## src/rtl/q2_mem_arb_pkg.sv

```systemverilog
// Shared definitions for the q2 memory bus arbiter: the transaction phase
// encoding and the requester identifiers used for grant and owner.
package q2_mem_arb_pkg;

    typedef enum logic [1:0] {
        IDLE   = 2'd0,
        SETUP  = 2'd1,
        STROBE = 2'd2,
        HOLD   = 2'd3
    } state_e;

    localparam logic REQ_CPU = 1'b0;
    localparam logic REQ_PNL = 1'b1;

endpackage

```

## src/rtl/q2_mem_arb_if.sv

```systemverilog
// Memory bus between the arbiter and the memory array.
//   mem_addr  : address, stable for the whole transaction
//   mem_wdata : write data, stable for the whole transaction
//   mem_rdata : read data returned by memory
//   wrm / rdm : write / read strobes, never both high
// master = arbiter side, slave = memory side.
interface q2_mem_arb_if #(
    parameter int AW = 12,
    parameter int DW = 12
) ();
    logic [AW-1:0] mem_addr;
    logic [DW-1:0] mem_wdata;
    logic [DW-1:0] mem_rdata;
    logic          wrm;
    logic          rdm;

    modport master (
        output mem_addr,
        output mem_wdata,
        output wrm,
        output rdm,
        input  mem_rdata
    );

    modport slave (
        input  mem_addr,
        input  mem_wdata,
        input  wrm,
        input  rdm,
        output mem_rdata
    );
endinterface

```

## src/rtl/q2_mem_arb_prio.sv

```systemverilog
// Winner select for the two requesters plus the starvation counter.
//   clk, rst           : clock, synchronous active-high reset
//   run                : 1 = CPU favoured, 0 = panel favoured
//   cpu_req, pnl_req   : raw requests
//   eval               : high while the phase engine is able to grant
//   grant_valid        : at least one requester is asking
//   grant_id           : winner (REQ_CPU / REQ_PNL)
// The counter counts favoured-side wins taken while the other side was
// waiting; once it reaches STARVE_MAX the waiting side gets one turn.
module q2_mem_arb_prio
    import q2_mem_arb_pkg::*;
#(
    parameter int STARVE_MAX = 4
) (
    input  logic clk,
    input  logic rst,
    input  logic run,
    input  logic cpu_req,
    input  logic pnl_req,
    input  logic eval,
    output logic grant_valid,
    output logic grant_id
);

    localparam int CW = $clog2(STARVE_MAX + 1);

    if (STARVE_MAX < 1) begin : g_chk_starve
        $error("q2_mem_arb_prio: STARVE_MAX must be >= 1");
    end

    logic [CW-1:0] starve_q, starve_d;
    logic          both;
    logic          fav_id;
    logic          at_limit;

    always_comb begin
        both        = cpu_req & pnl_req;
        fav_id      = run ? REQ_CPU : REQ_PNL;
        at_limit    = (starve_q == CW'(STARVE_MAX));
        grant_valid = cpu_req | pnl_req;

        if (both) begin
            grant_id = at_limit ? ~fav_id : fav_id;
        end else begin
            grant_id = pnl_req ? REQ_PNL : REQ_CPU;
        end

        // Any evaluation without contention, or a forced loser grant,
        // clears the count.
        starve_d = starve_q;
        if (eval) begin
            starve_d = (both && !at_limit) ? starve_q + CW'(1) : '0;
        end
    end

    always_ff @(posedge clk) begin
        if (rst) begin
            starve_q <= '0;
        end else begin
            starve_q <= starve_d;
        end
    end

endmodule

```

## src/rtl/q2_mem_arb.sv

```systemverilog
// Owns the single memory bus and runs one transaction at a time on behalf
// of either the CPU control path or the front panel.
//   clk, rst                 : clock, synchronous active-high reset
//   run                      : 1 = CPU favoured, 0 = panel favoured
//   cpu_req/we/addr/wdata    : CPU request, held until cpu_ack
//   cpu_ack, cpu_rdata       : one-cycle completion, last CPU read data
//   pnl_*                    : same set for the front panel
//   mem                      : memory bus (master side)
//   busy                     : transaction in progress
//   owner                    : current or last grant (0 = CPU, 1 = panel)
//
// state  | meaning
// IDLE   | arbitrate; winner's request is latched at the grant edge
// SETUP  | address/data driven, strobes low (1 cycle)
// STROBE | wrm or rdm asserted (WAIT_CYCLES cycles); read data sampled
//        | at the edge that ends the last cycle
// HOLD   | strobes low, owner's ack pulses (1 cycle), then IDLE
//
// All outputs are registered, so each output reflects the state it is
// paired with in the table above.
module q2_mem_arb
    import q2_mem_arb_pkg::*;
#(
    parameter int AW          = 12,
    parameter int DW          = 12,
    parameter int WAIT_CYCLES = 1,
    parameter int STARVE_MAX  = 4
) (
    input  logic          clk,
    input  logic          rst,
    input  logic          run,

    input  logic          cpu_req,
    input  logic          cpu_we,
    input  logic [AW-1:0] cpu_addr,
    input  logic [DW-1:0] cpu_wdata,
    output logic          cpu_ack,
    output logic [DW-1:0] cpu_rdata,

    input  logic          pnl_req,
    input  logic          pnl_we,
    input  logic [AW-1:0] pnl_addr,
    input  logic [DW-1:0] pnl_wdata,
    output logic          pnl_ack,
    output logic [DW-1:0] pnl_rdata,

    q2_mem_arb_if.master  mem,

    output logic          busy,
    output logic          owner
);

    if (WAIT_CYCLES < 1) begin : g_chk_wait
        $error("q2_mem_arb: WAIT_CYCLES must be >= 1");
    end

    localparam int WCW = (WAIT_CYCLES > 1) ? $clog2(WAIT_CYCLES) : 1;

    state_e          state_q, state_d;
    logic [WCW-1:0]  wcnt_q, wcnt_d;
    logic            we_q, we_d;
    logic [AW-1:0]   addr_q, addr_d;
    logic [DW-1:0]   wdata_q, wdata_d;
    logic            owner_q, owner_d;
    logic            busy_q, busy_d;
    logic            wrm_q, wrm_d;
    logic            rdm_q, rdm_d;
    logic            cpu_ack_q, cpu_ack_d;
    logic            pnl_ack_q, pnl_ack_d;
    logic [DW-1:0]   cpu_rdata_q, cpu_rdata_d;
    logic [DW-1:0]   pnl_rdata_q, pnl_rdata_d;

    logic            grant_valid;
    logic            grant_id;
    logic            eval;

    assign eval = (state_q == IDLE);

    q2_mem_arb_prio #(
        .STARVE_MAX (STARVE_MAX)
    ) u_prio (
        .clk         (clk),
        .rst         (rst),
        .run         (run),
        .cpu_req     (cpu_req),
        .pnl_req     (pnl_req),
        .eval        (eval),
        .grant_valid (grant_valid),
        .grant_id    (grant_id)
    );

    always_comb begin
        state_d     = state_q;
        wcnt_d      = wcnt_q;
        we_d        = we_q;
        addr_d      = addr_q;
        wdata_d     = wdata_q;
        owner_d     = owner_q;
        cpu_rdata_d = cpu_rdata_q;
        pnl_rdata_d = pnl_rdata_q;
        wrm_d       = 1'b0;
        rdm_d       = 1'b0;
        cpu_ack_d   = 1'b0;
        pnl_ack_d   = 1'b0;

        case (state_q)
            IDLE: begin
                if (grant_valid) begin
                    state_d = SETUP;
                    owner_d = grant_id;
                    if (grant_id == REQ_PNL) begin
                        we_d    = pnl_we;
                        addr_d  = pnl_addr;
                        wdata_d = pnl_wdata;
                    end else begin
                        we_d    = cpu_we;
                        addr_d  = cpu_addr;
                        wdata_d = cpu_wdata;
                    end
                end
            end
            SETUP: begin
                state_d = STROBE;
                wcnt_d  = WCW'(WAIT_CYCLES - 1);
                wrm_d   = we_q;
                rdm_d   = ~we_q;
            end
            STROBE: begin
                if (wcnt_q == '0) begin
                    state_d = HOLD;
                    if (owner_q == REQ_PNL) begin
                        pnl_ack_d = 1'b1;
                        if (!we_q) pnl_rdata_d = mem.mem_rdata;
                    end else begin
                        cpu_ack_d = 1'b1;
                        if (!we_q) cpu_rdata_d = mem.mem_rdata;
                    end
                end else begin
                    wcnt_d = wcnt_q - WCW'(1);
                    wrm_d  = we_q;
                    rdm_d  = ~we_q;
                end
            end
            HOLD: begin
                state_d = IDLE;
            end
            default: begin
                state_d = IDLE;
            end
        endcase

        busy_d = (state_d != IDLE);
    end

    always_ff @(posedge clk) begin
        if (rst) begin
            state_q     <= IDLE;
            wcnt_q      <= '0;
            we_q        <= 1'b0;
            addr_q      <= '0;
            wdata_q     <= '0;
            owner_q     <= 1'b0;
            busy_q      <= 1'b0;
            wrm_q       <= 1'b0;
            rdm_q       <= 1'b0;
            cpu_ack_q   <= 1'b0;
            pnl_ack_q   <= 1'b0;
            cpu_rdata_q <= '0;
            pnl_rdata_q <= '0;
        end else begin
            state_q     <= state_d;
            wcnt_q      <= wcnt_d;
            we_q        <= we_d;
            addr_q      <= addr_d;
            wdata_q     <= wdata_d;
            owner_q     <= owner_d;
            busy_q      <= busy_d;
            wrm_q       <= wrm_d;
            rdm_q       <= rdm_d;
            cpu_ack_q   <= cpu_ack_d;
            pnl_ack_q   <= pnl_ack_d;
            cpu_rdata_q <= cpu_rdata_d;
            pnl_rdata_q <= pnl_rdata_d;
        end
    end

    assign mem.mem_addr  = addr_q;
    assign mem.mem_wdata = wdata_q;
    assign mem.wrm       = wrm_q;
    assign mem.rdm       = rdm_q;
    assign cpu_ack       = cpu_ack_q;
    assign pnl_ack       = pnl_ack_q;
    assign cpu_rdata     = cpu_rdata_q;
    assign pnl_rdata     = pnl_rdata_q;
    assign busy          = busy_q;
    assign owner         = owner_q;

endmodule

```

## src/flat_wrapper.sv

```systemverilog
// flat-port wrapper written by rule: the top's interface ports become plain ports
module q2_mem_arb_flat import q2_mem_arb_pkg::*;
#(
    parameter int AW          = 12,
    parameter int DW          = 12,
    parameter int WAIT_CYCLES = 1,
    parameter int STARVE_MAX  = 4
)
  (clk, rst, run, cpu_req, cpu_we, cpu_addr, cpu_wdata, cpu_ack, cpu_rdata, pnl_req, pnl_we, pnl_addr, pnl_wdata, pnl_ack, pnl_rdata, busy, owner, mem_mem_addr, mem_mem_wdata, mem_wrm, mem_rdm, mem_mem_rdata);
  q2_mem_arb_if #(.AW(AW), .DW(DW)) mem_i ();
  input  logic clk;
  input  logic rst;
  input  logic run;
  input  logic cpu_req;
  input  logic cpu_we;
  input  logic [AW-1:0] cpu_addr;
  input  logic [DW-1:0] cpu_wdata;
  output logic cpu_ack;
  output logic [DW-1:0] cpu_rdata;
  input  logic pnl_req;
  input  logic pnl_we;
  input  logic [AW-1:0] pnl_addr;
  input  logic [DW-1:0] pnl_wdata;
  output logic pnl_ack;
  output logic [DW-1:0] pnl_rdata;
  output logic busy;
  output logic owner;
  output wire logic [$bits(mem_i.mem_addr)-1:0] mem_mem_addr;
  output wire logic [$bits(mem_i.mem_wdata)-1:0] mem_mem_wdata;
  output wire logic [$bits(mem_i.wrm)-1:0] mem_wrm;
  output wire logic [$bits(mem_i.rdm)-1:0] mem_rdm;
  input wire logic [$bits(mem_i.mem_rdata)-1:0] mem_mem_rdata;
  assign mem_mem_addr = mem_i.mem_addr;
  assign mem_mem_wdata = mem_i.mem_wdata;
  assign mem_wrm = mem_i.wrm;
  assign mem_rdm = mem_i.rdm;
  assign mem_i.mem_rdata = mem_mem_rdata;
  q2_mem_arb #(.AW(AW), .DW(DW), .WAIT_CYCLES(WAIT_CYCLES), .STARVE_MAX(STARVE_MAX)) u_core (.clk(clk), .rst(rst), .run(run), .cpu_req(cpu_req), .cpu_we(cpu_we), .cpu_addr(cpu_addr), .cpu_wdata(cpu_wdata), .cpu_ack(cpu_ack), .cpu_rdata(cpu_rdata), .pnl_req(pnl_req), .pnl_we(pnl_we), .pnl_addr(pnl_addr), .pnl_wdata(pnl_wdata), .pnl_ack(pnl_ack), .pnl_rdata(pnl_rdata), .mem(mem_i), .busy(busy), .owner(owner));
endmodule
```

## config.mk

```make
export PLATFORM = sky130hd
export DESIGN_NAME = q2_mem_arb_flat
export DESIGN_NICKNAME = d
export VERILOG_FILES = /design/src/rtl/q2_mem_arb_pkg.sv /design/src/rtl/q2_mem_arb_if.sv /design/src/rtl/q2_mem_arb_prio.sv /design/src/rtl/q2_mem_arb.sv /design/src/flat_wrapper.sv
export SDC_FILE = /design/constraint.sdc
export NUM_CORES = 1
export LEC_CHECK = 0
export BUFFER_PORTS_ARGS = -buffer_cell sky130_fd_sc_hd__buf_2
export CAP_MARGIN = 0
export CELL_PAD_IN_SITES_DETAIL_PLACEMENT = 1
export CELL_PAD_IN_SITES_GLOBAL_PLACEMENT = 1
export CORE_UTILIZATION = 37
export DETAILED_ROUTE_END_ITERATION = 8
export PLACE_DENSITY = 0.84
export SLEW_MARGIN = 20
export SYNTH_ARGS = -nofsm -noshare
export SYNTH_HDL_FRONTEND = slang
export SYNTH_SLANG_ARGS = --single-unit
```

## constraint.sdc

```tcl
create_clock -name clk -period 3.7 [get_ports clk]
set_input_delay 0.37 -clock clk [delete_from_list [all_inputs] [get_ports clk]]
set_output_delay 0.37 -clock clk [all_outputs]
set_load 0.02 [all_outputs]
```

==> Yosys cells after proc, flatten, opt, wreduce, memory -nomap -nowiden <==
Index checks and enable logic that the tools add are counted.
{ "word_totals": {"ff_bits": 61, "word_cells": 54} }
{ "op_classes": {"n_reduce_logical": 9, "n_eq_ne": 4, "addsub": 2, "bitwise_logic": 6, "n_mux": 19} }
{ "op_table": {"columns": ["op", "count"], "rows": [
  ["12-bit 2-to-1 mux", 2],
  ["1-bit 2-to-1 mux", 10],
  ["2-bit one-hot mux with 4 select lines", 1],
  ["4-bit AND reduction", 2],
  ["1-bit one-hot mux with 2 select lines", 3],
  ["2-bit == test, second input constant", 2],
  ["2-bit 2-to-1 mux", 2],
  ["1-bit NOT", 4],
  ["2-bit nonzero test", 2],
  ["3-bit by 1-bit adder with 3-bit output, second input constant", 1],
  ["3-bit == test, second input constant", 1],
  ["3-bit 2-to-1 mux", 1],
  ["3-bit OR reduction", 1],
  ["2-bit by 1-bit == test with 1-bit output, second input constant", 1],
  ["2-bit zero test", 1],
  ["2-bit AND reduction", 1],
  ["1-bit bitwise AND", 1],
  ["1-bit logical AND", 1],
  ["1-bit zero test", 1],
  ["1-bit OR", 1],
  ["1-bit subtractor, second input constant", 1]
]} }

==> Longest topological paths before layout <==
Gate-level depths: netlist (run 1).
{ "depth": {"word_depth": 4, "depth_mapped": 8} }

==> By module <==
Synthesis (run 1) repeated with hierarchy kept, for this count alone.
{ "hier_totals": {"hier_cells": 258, "area_unflattened_um2": 2705.1} }
{ "modules_own_cells": {"columns": ["mod", "instances", "seq_area_each_um2", "cells_each", "area_each_um2"], "rows": [
  ["q2_mem_arb", 1, 1141.1, 238, 2507.4],
  ["q2_mem_arb_prio", 1, 60.1, 20, 197.7]
]} }

==> Worst setup path before layout (run 1) <==
No wires, ideal clock.
{ "synth_path": {"path_kind": "flip-flop to flip-flop", "from": "reg u_core.u_prio.starve_q[0]", "to": "reg u_core.addr_q[10] (netlist: u_core.mem.mem_addr[10])", "arrival_time_ns": 1.495, "slack_ns": 2.059, "n_path_buf": 2, "stages_incl_launch_ff": 9, "synth_period_minus_slack_ns": 1.641, "cell_sequence": "dfxtp_1 inv_1 ha_1 and2_2 o211a_1 buf_6 buf_12 a21oi_2 a211oi_2"} }
{ "synth_via": {"elab_chain_cells": 4} }
{ "synth_rtl": {"columns": ["item", "line", "source"], "rows": [
  ["start: declaration", "q2_mem_arb_prio.sv:31", "logic [CW-1:0] starve_q, starve_d;"],
  ["start signal: assignment", "q2_mem_arb_prio.sv:60", "starve_q <= starve_d;"],
  ["3-bit == test", "q2_mem_arb_prio.sv:39", "at_limit = (starve_q == CW'(STARVE_MAX));"],
  ["1-bit 2-to-1 mux", "q2_mem_arb_prio.sv:43", "grant_id = at_limit ? ~fav_id : fav_id;"],
  ["1-bit 2-to-1 mux", "q2_mem_arb_prio.sv:42", "if (both) begin"],
  ["12-bit 2-to-1 mux", "q2_mem_arb.sv:111", "if (grant_id == REQ_PNL) begin"],
  ["end signal: assignment", "q2_mem_arb.sv:174", "addr_q <= addr_d;"],
  ["end: declaration", "q2_mem_arb.sv:62", "logic [AW-1:0] addr_q, addr_d;"]
]} }
No other way between the ends.
A chain may end at the register's enable or synchronous reset.

==> Worst setup path in the final report (run 1) <==
{ "layout_path": {"from": "reg u_core.u_prio.starve_q[0]", "to": "reg u_core.addr_q[4] (netlist: u_core.mem.mem_addr[4])"} }
The elaborated chain is that of the path after synthesis.

==> qor.yml, run 1 <==
status: "complete, no violations"
powerDensity_nw_per_um2: 676
design_area_final_um2: 3430
finalPower_mw: 2.32
met2_wire_length_um: 3360
detail-route-antenna-nets: 0
p_leak_nw: 1.66
timing.final.crit_share: 0.574
cts_max_level: 3
viasPerCell: 4.77
vias_after_detailed_routing: 2294
end_kind: "flip-flop"
r2r-end: "u_core.mem.mem_addr[4]"
final.setup.tns_ns: 0
synth.distinct_cells: 34
critPathArrivalTime_ns: 2.37
netlist_area_um2: 2640
drcViolationCount: 0
crit_path_time_final_ns: 2.13
worst-slew-pin-transition_ns: 1.00
post_synth_inst_count: 265
stdcell_count: 481
final_net_count: 452
postPlaceCellArea_um2: 3240
seq_area_frac_synth: 0.455
design.die.area_um2: 7470
cts_hold_repair.buffers: 0
die_width_um: 86.5
grtUsageTotal: 0.195
dieHeight_um: 86.5
coreArea_um2: 6830
wl_met1_um: 2940
worst_setup_path_startpoint: "u_core.u_prio.starve_q[0]"
cts_buffers: 9
holdWs_ns: 0.275
hold_path_depth: 3
worst_clock_skew_ns: 0.00831
diodes: 0
synth_fp_nets: 337
synthFlopType: "dfxtp_1"
path_clk_slew_ns: 0.07
cp-start-kind: "flip-flop"
minimum_setup_slack_after_placement_ns: 1.57
buffer_ports.inserted: 120
min-delay-path-class: "input pin to flip-flop"
synth-seq-cells: 60
number_of_instances_resized_during_post_cts_repair: 0
avgSynthCellArea_um2: 9.96
worstSkewPairLatency_ns: 0.34
clkSinkCount: 60
first_pass_iters: 3
maxCapViolCount: 0
cts.root.buffer_cell: "clkbuf_8"
synth_commonest_cells: "dfxtp_1, nor2_1, nand2_1"
r2r_slack_ns: 1.57
post_route_cells_drive_above_1_share: 0.475
yosys.cell_count.top_type: "dfxtp_1"
worstHoldStart: "cpu_addr[0]"
final.setup.worst_slack_ns: 1.57
cp_data_required_time_ns: 3.94
detailedRoute.firstIterationViolations: 54
routed_wirelength_normalized_by_instance_count_um: 14.5
place.gp.congestion: 0.702
placedCellCount: 465
syn2layout_area_growth_pct: 30.0
clock_path_buffers: 2
tritoncts_clock_tree: "yes"
slew-limit-headroom: 0.328
grt_max_degree: 40
max_freq_mhz: 470
detailed_route_wirelength_on_metal3_um: 562
hold_path_end: "u_core.mem.mem_addr[0]"
timing.final.hold_violations: 0
first_global_vias: 2434
routed_wl_um: 6970
share_of_flip_flops_with_an_asynchronous_set_or_reset_after_synthesis: 0
rows: 30
timing_max_transition_violations_final: 0
critical_path_peak_fanout: 26
post-synth-top-area-cell: "dfxtp_1"
antenna_found_initial: 0
power.ir.vdd_worst_v: 0.000224
pin_count: 121
synth_top_cell_area_share: 0.455
grt.overflow.total: 0
final_hpwl_dp_um: 5070
postLayoutCoreUtil: 0.502
setup_repair_after_global_routing_missed_its_margin: "false"
r2r_cells: 6
yosysWarningCount: 0
finalSetupViolCount: 0
initial_core_util: 0.386
synth_enable_flop_cells: 0
path_class: "flip-flop to flip-flop"
cts_setup_buffers: 0
dr.max_layer_used: "met4"
nFillCells: 840
grt_pass1_wl_um: 11200
synthTopCellsByArea: "dfxtp_1, mux2i_1, a211oi_2, nor2_1, a21oi_2"
r2r-start: "u_core.u_prio.starve_q[0]"
## layout make-up
type / instances / area, um2 / share of cell area
multi-input combinational: 183 / 1290 / 0.375
sequential: 60 / 1200 / 0.350
timing repair buffer: 122 / 616 / 0.179
clock buffer: 9 / 124 / 0.0361
tap: 96 / 120 / 0.0350
clock inverter: 7 / 66.3 / 0.0193
inverter: 4 / 15.0 / 0.00438
## per-layer routing
layer,up-vias,GRT usage
li1,1135,-
met1,1061,0.224
met2,87,0.335
met3,11,0.0590
met4,0,0.0864
met5,-,0
## worst max path at each step
stage,endpoint,slack [ns],depth (start not counted)
floorplan,u_core.mem.mem_addr[10],2.06,8
global placement,u_core.mem.mem_addr[4],1.41,6
detailed placement,u_core.mem.mem_addr[2],1.57,6
CTS,u_core.mem.mem_addr[4],1.56,6
global route,u_core.mem.mem_addr[2],1.42,6
finish,u_core.mem.mem_addr[4],1.57,6
## critical path: stages (launching register included)
cell and delay (ns):
dfxtp_1 0.38, inv_1 0.06, ha_1 0.21, nand4b_1 0.17, o211a_2 0.76, a21oi_1 0.15, a211oi_1 0.29
## sequential cells by signal, indices dropped and copies added (netlist names), 2 cells and up
name,count
u_core.cpu_rdata,12
u_core.mem.mem_addr,12
u_core.mem.mem_wdata,12
u_core.pnl_rdata,12
u_core.state_q,2
u_core.u_prio.starve_q,3
## power breakdown
part / internal [mW] / total (mW) / switching [mW]
Combinational: 0.336 / 0.888 / 0.553
Sequential: 0.782 / 0.857 / 0.0752
Clock: 0.308 / 0.574 / 0.266
## cells in the final DEF, fill, tap and decap left out, types with 2 or more instances in the layout
master,count
buf_2,120
dfxtp_1,60
nor2_1,54
nand2_1,29
mux2i_1,26
a21oi_2,19
a211oi_2,19
clkbuf_8,9
a21oi_1,7
a211oi_1,6
ha_1,5
inv_1,4
clkinv_2,4
buf_4,2
## cell families (layout without fill, tap and decap cells)
kind of cell / Yosys count / in the layout / share of synthesized area
flops: 60 / 60 / 0.455
buf+inv: 22 / 142 / 0.0597
xor+xnor: 2 / 2 / 0.00664
mux: 26 / 26 / 0.0986
simple gates: 93 / 93 / 0.147
fa+ha+maj: 5 / 5 / 0.0237
compound gates: 57 / 57 / 0.209
Power figures use the tool's default switching activity.
==> run 2: changes to the inputs <==
- ABC_AREA: not set -> 1
- CORE_UTILIZATION: 37 -> 33
- PLACE_DENSITY: 0.84 -> 0.79
- clock period: 3.7 -> 2.04 ns (I/O delays scaled with it)
==> run 2 against run 1 <==
Maximum frequency grew 26%. Utilization shrank 5.3 points. Combinational power grew 85%. Clock skew is essentially flat. Area after synthesis grew 6.5%. First-iteration DRC count grew 44%. Hold slack lost 0.14 ns. Setup slack lost 1.2 ns. Global-route usage is essentially flat. Count of clock-buffer cells in the layout grew 2. Critical path type unchanged.
==> qor.yml, run 2 <==
critical-path-top-delay-family: "simple AND/OR/NAND/NOR gates"
first_global_vias: 2935
crit_path_top_delay_cell: "dfxtp_1"
max_freq_mhz: 591
synth.distinct_cells: 21
cp_slowest_stage_delay_ns: 0.36
rows: 33
r2r_cells: 10
cts_setup_buffers: 0
cts_max_level: 3
synthTopCellsByArea: "dfxtp_1, nand3_1, nor2_1, inv_1, nand3_2"
pin_count: 121
drcViolationCount: 0
critical_path_buf_inv_count: 2
synth_commonest_cells: "nor2_1, dfxtp_1, nand3_1"
status: "complete, no violations"
clock_path_buffers: 2
grt_pass1_wl_um: 13500
path_cells: "inv_1 > ha_1 > nand2_1 > nand2_1 > nand2_1 > nand2_2 > nand3_1 > nand3_1 > nand2_1 > inv_1"
coreArea_um2: 8220
timing.critical_path.mode_cell: "nand2_1"
setup_repair_after_global_routing_missed_its_margin: "false"
worstSetupPathDepth: 10
path_clk_slew_ns: 0.07
vias_after_detailed_routing: 2870
synth_top_cell_area_share: 0.427
final.setup.tns_ns: 0
power.combinational.fraction: 0.365
p_seq_frac: 0.352
cts_buffers: 9
critPathArrivalTime_ns: 1.92
powerDensity_nw_per_um2: 1220
cts.root.buffer_cell: "clkbuf_8"
power.ir.vdd_worst_v: 0.000448
dieHeight_um: 94.3
viasPerCell: 4.72
layout.cells.most_common: "buf_2"
worst_setup_path_startpoint: "u_core.u_prio.starve_q[0]"
timing.final.hold_violations: 0
cp-endpoint: "u_core.mem.mem_wdata[11]"
synthFlopType: "dfxtp_1"
first_pass_iters: 4
nFillCells: 1096
timing.final.crit_share: 0.830
yosysWarningCount: 0
worst_clock_skew_ns: 0.00838
path_class: "flip-flop to flip-flop"
grt_max_degree: 50
avgSynthCellArea_um2: 7.30
die_width_um: 94.3
grtUsageTotal: 0.195
r2r-end: "u_core.mem.mem_wdata[11]"
switchingPower_mw: 1.67
timing_max_transition_violations_final: 0
routed_wl_um: 8140
initial_core_util: 0.342
cts_hold_repair.buffers: 0
seq_area_frac_synth: 0.427
postLayoutCoreUtil: 0.449
design.die.area_um2: 8890
crit_path_time_final_ns: 1.69
clkPwrFrac: 0.283
final_hpwl_dp_um: 5930
synth-seq-cells: 60
buffer_ports.inserted: 120
diodes: 0
synth_enable_flop_cells: 0
share_of_flip_flops_with_an_asynchronous_set_or_reset_after_synthesis: 0
slew-limit-headroom: 0.593
end_kind: "flip-flop"
cp-start-kind: "flip-flop"
place.gp.congestion: 0.765
tritoncts_clock_tree: "yes"
number_of_instances_resized_during_post_cts_repair: 0
finalPower_mw: 4.49
syn2layout_area_growth_pct: 31.2
r2r-start: "u_core.u_prio.starve_q[0]"
layout_common_cells: "buf_2, nor2_1, nand3_1, dfxtp_1, inv_1"
maxCapViolCount: 0
post_synth_inst_count: 385
critical_path_peak_fanout: 25
clkSinkCount: 60
post_route_cells_drive_above_1_share: 0.328
synth_fp_nets: 457
internal_power_mw: 2.82
yosys.cell_count.top_type: "nor2_1"
routed_wirelength_normalized_by_instance_count_um: 13.4
p_leak_nw: 1.95
worstSkewPairLatency_ns: 0.32
post-synth-top-area-cell: "dfxtp_1"
min-delay-path-class: "input pin to flip-flop"
detail-route-antenna-nets: 0
grt.overflow.total: 0
worst-slew-pin-transition_ns: 0.610
finalSetupViolCount: 0
detailedRoute.firstIterationViolations: 78
r2r_slack_ns: 0.35
cp_data_required_time_ns: 2.27
final_net_count: 570
netlist_area_um2: 2810
antenna_found_initial: 1
p_sw_frac: 0.372
## run 2: cell types whose count changed after synthesis, sizes merged, moves of 22 or more
cell / change
a211oi: -25
inv: +50
mux2i: -26
nand3: +80
nor2: +22
o21ai: +26
## run 2: worst min-delay path by stage
stage                               from              endpoint  slack, ns  cells after the start
global placement    u_core.cpu_rdata[10]  u_core.cpu_rdata[10]       0.43                      2
finish                  mem_mem_rdata[0]   u_core.pnl_rdata[0]       0.14                      3
detailed placement           u_core.we_q        u_core.mem.rdm       0.44                      1
CTS                     mem_mem_rdata[0]   u_core.pnl_rdata[0]       0.12                      3
floorplan                            rst     u_core.state_q[1]       0.29                      1
global route            mem_mem_rdata[0]   u_core.pnl_rdata[0]       0.15                      3
## run 2: power groups by stage
stage	Combinational [mW]	Sequential, mW	Clock [mW]
after floorplan	0.821	1.89	0
after global placement	1.60	1.59	0
after detailed placement	1.66	1.61	0
after CTS	1.66	1.59	1.32
after global routing	1.85	1.62	1.36
final	1.64	1.58	1.27
## run 2: through the flow
stage / setup WS, ns / cells / instance area, um2 / hold slack (ns)
2_1_floorplan: 0.646 / 385 / 2810 / 0.286
3_3_place_gp: 0.444 / 592 / 3460 / 0.429
3_5_place_dp: 0.328 / 592 / 3460 / 0.437
4_1_cts: 0.327 / 608 / 3690 / 0.122
5_1_grt: 0.113 / 608 / 3690 / 0.148
6_report: 0.347 / 608 / 3690 / 0.138
## run 2: cell type report
class | instances | area [um2] | share of cell area
Multi-Input combinational cell | 248 | 1270 | 0.344
Sequential cell | 60 | 1200 | 0.326
Timing Repair Buffer | 125 | 651 | 0.176
Inverter | 54 | 205 | 0.0556
Clock buffer | 11 | 131 | 0.0356
Tap cell | 105 | 131 | 0.0356
Clock inverter | 5 | 100 | 0.0271
## run 2: per-layer routing
layer	routed length (um)	up-vias	track usage
met5	0	-	0
met4	75	0	0.0808
met3	653	7	0.0566
met2	3910	93	0.349
met1	3510	1324	0.214
li1	-	1446	-
## run 2: logic make-up after synthesis
| family | share of synthesized area |
|---|---|
| fa+ha+maj | 0.0223 |
| buf+inv | 0.122 |
| xor+xnor | 0.00312 |
| flops | 0.427 |
| compound gates | 0.0823 |
| simple gates | 0.343 |
## run 2: tightest hold or removal path, stage by stage
cell	delay (ns)
buf_2	0.08
o21ai_0	0.07
nor2_1	0.07
